===== src/rtl/bcd_pkg.sv =====
// Shared types and constants for the sequential binary-to-BCD display path.
package bcd_pkg;

  localparam int unsigned NDIG  = 4;
  localparam int unsigned DIG_W = 4;
  localparam int unsigned BCD_W = NDIG * DIG_W;
  localparam int unsigned SEG_W = 7;

  typedef enum logic [1:0] {
    IDLE  = 2'd0,
    SHIFT = 2'd1,
    DONE  = 2'd2
  } state_e;

  // Active-low segment pattern, index 0 = a ... index 6 = g.
  typedef logic [0:SEG_W-1] seg_t;

  localparam seg_t SEG_BLANK = 7'b1111111;
  localparam seg_t SEG_0     = 7'b0000001;
  localparam seg_t SEG_1     = 7'b1001111;
  localparam seg_t SEG_2     = 7'b0010010;
  localparam seg_t SEG_3     = 7'b0000110;
  localparam seg_t SEG_4     = 7'b1001100;
  localparam seg_t SEG_5     = 7'b0100100;
  localparam seg_t SEG_6     = 7'b0100000;
  localparam seg_t SEG_7     = 7'b0001111;
  localparam seg_t SEG_8     = 7'b0000000;
  localparam seg_t SEG_9     = 7'b0000100;

endpackage


===== src/rtl/seg7_enc.sv =====
// Combinational BCD digit to active-low 7-segment encoder; codes 10..15 and
// an asserted blank both produce a dark display.
module seg7_enc
  import bcd_pkg::*;
(
  input  logic [DIG_W-1:0] digit_i,
  input  logic             blank_i,
  output seg_t             seg_c
);

  always_comb begin
    seg_c = SEG_BLANK;
    if (!blank_i) begin
      case (digit_i)
        4'd0:    seg_c = SEG_0;
        4'd1:    seg_c = SEG_1;
        4'd2:    seg_c = SEG_2;
        4'd3:    seg_c = SEG_3;
        4'd4:    seg_c = SEG_4;
        4'd5:    seg_c = SEG_5;
        4'd6:    seg_c = SEG_6;
        4'd7:    seg_c = SEG_7;
        4'd8:    seg_c = SEG_8;
        4'd9:    seg_c = SEG_9;
        default: seg_c = SEG_BLANK;
      endcase
    end
  end

endmodule


===== src/rtl/bcd_seq_ctrl.sv =====
// Sequential double-dabble converter (one bit per clock) driving four
// registered HEX displays. Define BCD_BLANK_EN for leading-zero blanking.
module bcd_seq_ctrl
  import bcd_pkg::*;
#(
  parameter int unsigned IN = 10,
  parameter int unsigned S  = 7
) (
  input  logic             clk,
  input  logic             rst,
  input  logic             start,
  input  logic [IN-1:0]    bin,
  output logic             busy,
  output logic             done,
  output logic [BCD_W-1:0] bcd,
  output logic [0:S-1]     HEX0,
  output logic [0:S-1]     HEX1,
  output logic [0:S-1]     HEX2,
  output logic [0:S-1]     HEX3
);

  localparam int unsigned SR_W  = BCD_W + IN;
  localparam int unsigned CNT_W = $clog2(IN + 1);

  state_e             state_q, state_d;
  logic [SR_W-1:0]    sr_q, sr_d;
  logic [CNT_W-1:0]   cnt_q, cnt_d;
  logic [BCD_W-1:0]   bcd_q, bcd_d;
  logic               valid_q, valid_d;
  logic               busy_q, done_q;
  seg_t               hex_q [NDIG];
  seg_t               enc_seg [NDIG];
  logic [SR_W-1:0]    sr_adj, sr_shf;
  logic [NDIG-1:0]    zero_c, lead_c, blank_c;

  // Add-3 on every BCD nibble >= 5, then shift the whole register left.
  always_comb begin
    sr_adj = sr_q;
    for (int i = 0; i < int'(NDIG); i++) begin
      if (sr_q[IN + DIG_W*i +: DIG_W] >= 4'd5) begin
        sr_adj[IN + DIG_W*i +: DIG_W] = sr_q[IN + DIG_W*i +: DIG_W] + 4'd3;
      end
    end
    sr_shf = {sr_adj[SR_W-2:0], 1'b0};
  end

  always_comb begin
    state_d = state_q;
    sr_d    = sr_q;
    cnt_d   = cnt_q;
    bcd_d   = bcd_q;
    valid_d = valid_q;
    case (state_q)
      IDLE: begin
        if (start) begin
          sr_d    = {BCD_W'(0), bin};
          cnt_d   = CNT_W'(IN);
          state_d = SHIFT;
        end
      end
      SHIFT: begin
        sr_d  = sr_shf;
        cnt_d = cnt_q - CNT_W'(1);
        // Last shift: capture the BCD field straight from the shifted value.
        if (cnt_q == CNT_W'(1)) begin
          bcd_d   = sr_shf[SR_W-1 -: BCD_W];
          valid_d = 1'b1;
          state_d = DONE;
        end
      end
      DONE:    state_d = IDLE;
      default: state_d = IDLE;
    endcase
  end

  // Per-digit blanking; encoders see next-state digits so HEX moves with bcd.
  always_comb begin
    for (int i = 0; i < int'(NDIG); i++) begin
      zero_c[i] = (bcd_d[DIG_W*i +: DIG_W] == 4'd0);
    end
`ifdef BCD_BLANK_EN
    lead_c[NDIG-1] = zero_c[NDIG-1];
    for (int i = int'(NDIG) - 2; i >= 1; i--) begin
      lead_c[i] = lead_c[i+1] & zero_c[i];
    end
    lead_c[0] = 1'b0;
`else
    lead_c = '0;
`endif
    blank_c = lead_c | {NDIG{~valid_d}};
  end

  for (genvar g = 0; g < int'(NDIG); g++) begin : g_enc
    seg7_enc u_enc (
      .digit_i (bcd_d[DIG_W*g +: DIG_W]),
      .blank_i (blank_c[g]),
      .seg_c   (enc_seg[g])
    );
  end

  always_ff @(posedge clk) begin
    if (rst) begin
      state_q <= IDLE;
      sr_q    <= '0;
      cnt_q   <= '0;
      bcd_q   <= '0;
      valid_q <= 1'b0;
      busy_q  <= 1'b0;
      done_q  <= 1'b0;
      for (int i = 0; i < int'(NDIG); i++) hex_q[i] <= SEG_BLANK;
    end else begin
      state_q <= state_d;
      sr_q    <= sr_d;
      cnt_q   <= cnt_d;
      bcd_q   <= bcd_d;
      valid_q <= valid_d;
      busy_q  <= (state_d == SHIFT);
      done_q  <= (state_d == DONE);
      for (int i = 0; i < int'(NDIG); i++) hex_q[i] <= enc_seg[i];
    end
  end

  assign busy = busy_q;
  assign done = done_q;
  assign bcd  = bcd_q;
  assign HEX0 = hex_q[0];
  assign HEX1 = hex_q[1];
  assign HEX2 = hex_q[2];
  assign HEX3 = hex_q[3];

endmodule

===== config.mk =====
export PLATFORM = sky130hd
export DESIGN_NAME = bcd_seq_ctrl
export DESIGN_NICKNAME = d
export VERILOG_FILES = /design/src/rtl/bcd_pkg.sv /design/src/rtl/seg7_enc.sv /design/src/rtl/bcd_seq_ctrl.sv
export SDC_FILE = /design/constraint.sdc
export NUM_CORES = 1
export LEC_CHECK = 0
export BUFFER_PORTS_ARGS = -buffer_cell sky130_fd_sc_hd__buf_2
export CORE_MARGIN = 4
export CORE_UTILIZATION = 55
export CTS_BUF_LIST = sky130_fd_sc_hd__clkbuf_16
export CTS_CLUSTER_DIAMETER = 40
export DETAILED_ROUTE_END_ITERATION = 10
export PLACE_DENSITY = 0.88
export SYNTH_ARGS = -nofsm -noshare
export SYNTH_HDL_FRONTEND = slang
export SYNTH_SLANG_ARGS = --single-unit

===== constraint.sdc =====
create_clock -name clk -period 7.5 [get_ports clk]
set_input_delay 0.375 -clock clk [delete_from_list [all_inputs] [get_ports clk]]
set_output_delay 0.375 -clock clk [all_outputs]
set_load 0.02 [all_outputs]

Yosys cells after proc, flatten, opt, wreduce, memory -nomap -nowiden
Memory sizes are Yosys's and may differ from the RTL's.
Cells that the tools add are included.
- bits in registers: 51
- memory bits (writable): 28
- bits in read-only memories: 448
- bits of input ports: 13
- output and inout port bits: 46
- memories kept: 5
- $add $sub $neg: 5
- $lt $le $gt $ge: 4
- equality and inequality tests: 5
- mux-type cells: 26
- bitwise gates (word level): 4
- reduce and logical (&&, ||, !) cells: 3
- memories (memory ; depth ; bits a word ; read ports ; clocked after memory_dff ; write ports ; line ; RTL):
    (name not given) ; 16 ; 7 ; 1 ; 0 ; 0 ; seg7_enc.sv:14 ; case (digit_i)
    (name not given) ; 16 ; 7 ; 1 ; 0 ; 0 ; seg7_enc.sv:14 ;
    (name not given) ; 16 ; 7 ; 1 ; 0 ; 0 ; seg7_enc.sv:14 ;
    (name not given) ; 16 ; 7 ; 1 ; 0 ; 0 ; seg7_enc.sv:14 ;
    hex_q ; 4 ; 7 ; 4 ; 0 ; 4 ; bcd_seq_ctrl.sv:31 ; seg_t hex_q [NDIG];
- operator list (kind ; count):
    2-to-1 mux 7 bit ; 8
    one-hot mux 26 bit (2 select lines) ; 1
    2-to-1 mux 16 bit ; 2
    2-to-1 mux 26 bit ; 1
    >= comparator 4 x 3 -> 1 bit, second input constant ; 4
    2-to-1 mux 4 bit ; 4
    adder 4 x 2 -> 4 bit, second input constant ; 3
    one-hot mux 4 bit (2 select lines) ; 1
    2-to-1 mux 1 bit ; 5
    equality test 2 x 1 -> 1 bit, second input constant ; 2
    equality test 4 x 1 -> 1 bit, second input constant ; 1
    2-to-1 mux 2 bit ; 2
    OR 1 bit ; 4
    one-hot mux 2 bit (2 select lines) ; 1
    subtractor 4 x 1 -> 4 bit, second input constant ; 1
    adder 3 x 2 -> 3 bit, second input constant ; 1
    2-to-1 mux 3 bit ; 1
    equality test 2 bit, second input constant ; 1
    zero test 2 bit ; 1
    inequality test 2 bit, second input constant ; 1
    AND reduction 2 bit ; 1
    nonzero test 2 bit ; 1

Depth between registers and ports, before layout
An unclocked memory read counts as a cell.
- word-level depth: 7
- gate-level depth with buffers: 12
- depth with buffers taken out: 11

Cells and area by module
A second synthesis with hierarchy kept.
- cell total of the unflattened synthesis: 485
- area total of the unflattened synthesis: 4136.5 um^2
- modules (own cells, without submodules) (module ; instances ; cells an instance ; area each (um^2) ; sequential area each (um^2)):
    bcd_seq_ctrl ; 1 ; 353 ; 3195.6 ; 1581.5
    seg7_enc ; 4 ; 33 ; 235.2 ; 0.0

Worst setup path before layout
Ideal clock, no wire load.
- path type: flip-flop to flip-flop
- start point: reg cnt_q[0]
- end point: mem hex_q[3][6] (netlist name)
- library setup time: 0.137 ns
- arrival: 2.451 ns
- data required time: 7.363 ns
- setup slack: 4.912 ns
- stages on the path, launching flop included: 11
- buffers on the path: 2
- period minus slack after synthesis: 2.588 ns
- cell sequence: dfxtp_1 -> ha_1 -> or3b_1 -> buf_6 -> nor2_8 -> buf_4 -> mux2i_1 -> inv_1 -> ha_1 -> nor4b_1 -> a211oi_1
- RTL lines (item ; line ; RTL):
    start, declared ; bcd_seq_ctrl.sv:27 ; logic [CNT_W-1:0] cnt_q, cnt_d;
    start signal, assigned ; bcd_seq_ctrl.sv:114 ; cnt_q <= cnt_d;
    end, declared ; bcd_seq_ctrl.sv:31 ;

==> metrics.sh <==
CTS_SETUP_BUFFERS=0
FMAX_MHz=312
MAPPEDNETLISTNETS=516
TIMING_HOLD_VIOLATIONS_FINAL=0
HOLD_PATH.CLASS='input pin to flop'
FILLCELLCOUNT=580
SYNTH_SIMPLE_GATE_AREA_FRAC=0.197
YOSYS.AREA_SHARE.XOR_XNOR=0.0104
FP.COREAREA_UM2=7330
SYNTH_CELL_TYPE_COUNT=72
SHARE_OF_LAYOUT_CELLS_ABOVE_DRIVE_STRENGTH_1=0.198
INITIALDRTVIOLATIONCOUNT=290
UNREPAIRED_SETUP_ENDPOINTS_AFTER_GLOBAL_ROUTING='false'
CTSROOTBUFFERMASTER='sky130_fd_sc_hd__clkbuf_16'
SYNTH_ENABLE_FLOP_CELLS=0
DETAILROUTE.VIA_COUNT=3794
FIRST_PASS_GRT_WIRE_LENGTH_UM=16800
GP_ROUTABILITY_CONGESTION=0.908
N_ANTENNA_CELL=0
GRT_OVERFLOW_TOTAL=0
TRITONCTS_CLOCK_TREE='yes'
CLK_TRANSITION_REPORTED_PATHS_NS=0.07
SYNTH_LARGEST_TYPE_AREA_FRACTION=0.377
INITIAL_ANTENNA_VIOLATION_COUNT=0
CRITPATHMAXFANOUT=13
LAYOUT.CELLS.MOST_COMMON_LIST='sky130_fd_sc_hd__dfxtp_1 (79), sky130_fd_sc_hd__buf_2 (58), sky130_fd_sc_hd__nor2_1 (47)'
SYNTH-COMPOUND-AREA-SHARE=0.248
PART_OF_THE_YOSYS_AREA_USED_FOR_SEQUENTIAL_ELEMENTS=0.377
PLACEMENT.SETUP.WORST_SLACK_NS=4.38
WL_PER_CELL_UM=16.7
TOTALWIRELENGTH_UM=10400
IO_BUFFERS=58
LARGEST_FAMILY_OF_LOGIC_CELLS_BY_SYNTHESIZED_AREA='compound AO/OA/AOI/OAI gates'
SETUP_SKEW_AFTER_LAYOUT_NS=0.0107
FINALSETUPTNS_NS=0
CTS-HTREE-LEVELS=3
SYNTH-ASYNC-RESET-RATIO=0
CLOCK_LATENCY_NS=0.35
SYNTH_LARGEST_AREA_CELL='sky130_fd_sc_hd__dfxtp_1'
FIRST_GLOBAL_VIAS=3501
FIN_CRIT_SH=0.428
WORST_SLACK_NS=4.29
NETS=555
CTS_HOLD_BUFFERS=0
CTS_MAX_PATH_BUFFERS=2
FINAL_REPORT_SETUP_VIOLATION_COUNT=0
NUMCTSBUFFERS=9
NUM_ROWS=31
MAX-CAP-VIOLATIONS=0
NETLIST_AREA_UM2=4200
VIAS_PER_CELL=6.13
WORST_IR_DROP_VDD_mV=0.129
SYNTH.TOP_CELLS.BY_AREA='sky130_fd_sc_hd__dfxtp_1 (38%), sky130_fd_sc_hd__ha_1 (8.0%), sky130_fd_sc_hd__nor2_1 (4.2%)'
FINALMAXSLEWVIOLATIONS=0
WORST_SLEW_MARGIN_REL=0.186
SYNTH-ADDER-AREA-SHARE=0.0805
DIE_AREA_UM2=9090
MULTIPLEXER_SHARE_OF_THE_SYNTHESIZED_AREA=0.0197
FLIP_FLOP_AND_LATCH_COUNT_AFTER_SYNTHESIS=79
POST_SYNTH_INST_COUNT=476
LEAST_MARGIN_PIN_SLEW_NS=1.22
WORST_EP_ARRIVAL_TIME_NS=3.41
DIE_HEIGHT_UM=95.4
POWER_PER_CELL_AREA_nW_PER_UM2=211
AREA_GROW_SYN2LAYOUT_PCT=14.2
WORSTSETUPSTARTPOINTTYPE='flop'
STATUS='finished clean'
ANT_NETS=0
BOUNDARYPINS=59
GRT_UTIL_ALL_LAYERS=0.237
DETAILED_PLACEMENT_WIRELENGTH_ESTIMATE_UM=7000
RESIZED_AFTER_CTS=0
CP.REQUIRED_NS=7.70
CRITPATHCAPTURETYPE='flop'
LAYOUT.CELLS.MOST_COMMON='sky130_fd_sc_hd__dfxtp_1'
DETAIL_ROUTE.FIRST_PASS.ITERATIONS=4
CLKSINKCOUNT=79
TIMING.FINAL.CRIT_PERIOD_NS=3.21
CELLLEAKAGEPOWER_uW=0.00193
DIEWIDTH_UM=95.4
YS_DOMINANT_REG_CELL='sky130_fd_sc_hd__dfxtp_1'
START_UTIL=0.573
SYNTH_AREA_PER_CELL_UM2=8.82
YOSYS_WARNINGS=0
TIMING_WORST_SETUP_PATH_TYPE='flop to flop'
GRT_START_MAX_NET_PINS=51
DETAIL_ROUTE.DRC_VIOLATIONS=0
==> layout make-up <==
type	instances	area [um2]	area share
Multi-Input combinational cell	333	2340	0.488
Sequential cell	79	1580	0.330
Timing Repair Buffer	59	298	0.0621
Clock buffer	9	225	0.0470
Inverter	33	124	0.0258
Tap cell	99	124	0.0258
Clock inverter	7	103	0.0214
==> sequential cells by signal, summed over array words and instances (netlist names) <==
name     cells
bcd         16
busy         1
cnt_q        4
done         1
hex_q       28
sr_q        26
state_q      2
valid_q      1
==> critical path: stages (launching register included) <==
cell                       delay, ns
sky130_fd_sc_hd__dfxtp_1        0.41
sky130_fd_sc_hd__ha_1           0.19
sky130_fd_sc_hd__nor3b_2        0.77
sky130_fd_sc_hd__nand2_4        0.25
sky130_fd_sc_hd__and2_1         0.25
sky130_fd_sc_hd__a21oi_1        0.31
sky130_fd_sc_hd__inv_1          0.15
sky130_fd_sc_hd__ha_1           0.22
sky130_fd_sc_hd__nor4_1         0.42
sky130_fd_sc_hd__a211oi_1       0.09
==> through the flow <==
stage | hold WS [ns] | instances | power [uW] | area [um2] | utilization
after floorplan | 0.447 | 476 | 517 | 4200 | -
after global placement | 0.455 | 603 | 534 | 4470 | 0.609
after detailed placement | 0.464 | 603 | 539 | 4470 | 0.609
after CTS | 0.311 | 619 | 1020 | 4800 | 0.654
after global routing | 0.345 | 619 | 1040 | 4800 | 0.654
final | 0.313 | 619 | 1010 | 4800 | 0.654
==> logic make-up after synthesis <==
logic type | count (synthesis)
simple gates | 155
compound gates | 138
flops | 79
buf+inv | 64
fa+ha+maj | 27
mux | 8
xor+xnor | 5
==> layer usage <==
| layer | GRT usage | wire length, um | vias to the layer above |
|---|---|---|---|
| met5 | 0 | 0 | - |
| met4 | 0.108 | 223 | 0 |
| met3 | 0.0560 | 689 | 25 |
| met2 | 0.395 | 5180 | 149 |
| met1 | 0.287 | 4270 | 1815 |
| li1 | - | - | 1805 |
==> power by group <==
part	total (uW)	switching (uW)	internal, uW
clock	483	187	295
combinational	86.4	58.3	28.1
sequential	444	9.97	434
total	1010	255	758
==> cells in the mapped netlist, types with 4 or more instances <==
| cell type | instances |
|---|---|
| sky130_fd_sc_hd__nor4_1 | 5 |
| sky130_fd_sc_hd__a211oi_1 | 15 |
| sky130_fd_sc_hd__mux2i_1 | 6 |
| sky130_fd_sc_hd__nor3_1 | 23 |
| sky130_fd_sc_hd__nand2_1 | 28 |
| sky130_fd_sc_hd__nand2b_1 | 5 |
| sky130_fd_sc_hd__and2_1 | 9 |
| sky130_fd_sc_hd__o22ai_1 | 9 |
| sky130_fd_sc_hd__a221oi_1 | 10 |
| sky130_fd_sc_hd__inv_1 | 30 |
| sky130_fd_sc_hd__nor2b_1 | 5 |
| sky130_fd_sc_hd__a21oi_1 | 18 |
| sky130_fd_sc_hd__clkbuf_1 | 17 |
| sky130_fd_sc_hd__nor2_1 | 47 |
| sky130_fd_sc_hd__o21ai_0 | 24 |
| sky130_fd_sc_hd__buf_4 | 5 |
| sky130_fd_sc_hd__a22oi_1 | 15 |
| sky130_fd_sc_hd__nand4_1 | 4 |
| sky130_fd_sc_hd__ha_1 | 27 |
| sky130_fd_sc_hd__dfxtp_1 | 79 |
| sky130_fd_sc_hd__buf_2 | 6 |
| sky130_fd_sc_hd__and4_1 | 5 |
| sky130_fd_sc_hd__xnor2_1 | 5 |
| sky130_fd_sc_hd__a21o_1 | 5 |
==> path summary, 6_finish.rpt <==
path                                       startpoint                      to  slack, ns  cells past startpoint
worst min register to register   sr_q[2]$_SDFFE_PP0P_    sr_q[2]$_SDFFE_PP0P_       0.47                      2
worst max-delay path            cnt_q[0]$_SDFFE_PP0P_  hex_q[1][6]$_SDFF_PP1_       4.29                      9
worst min-delay path                           bin[0]    sr_q[0]$_SDFFE_PP0P_       0.31                      3
worst max register to register  cnt_q[0]$_SDFFE_PP0P_  hex_q[1][6]$_SDFF_PP1_       4.29                      9
No activity file was read; power rests on OpenSTA's default activity.
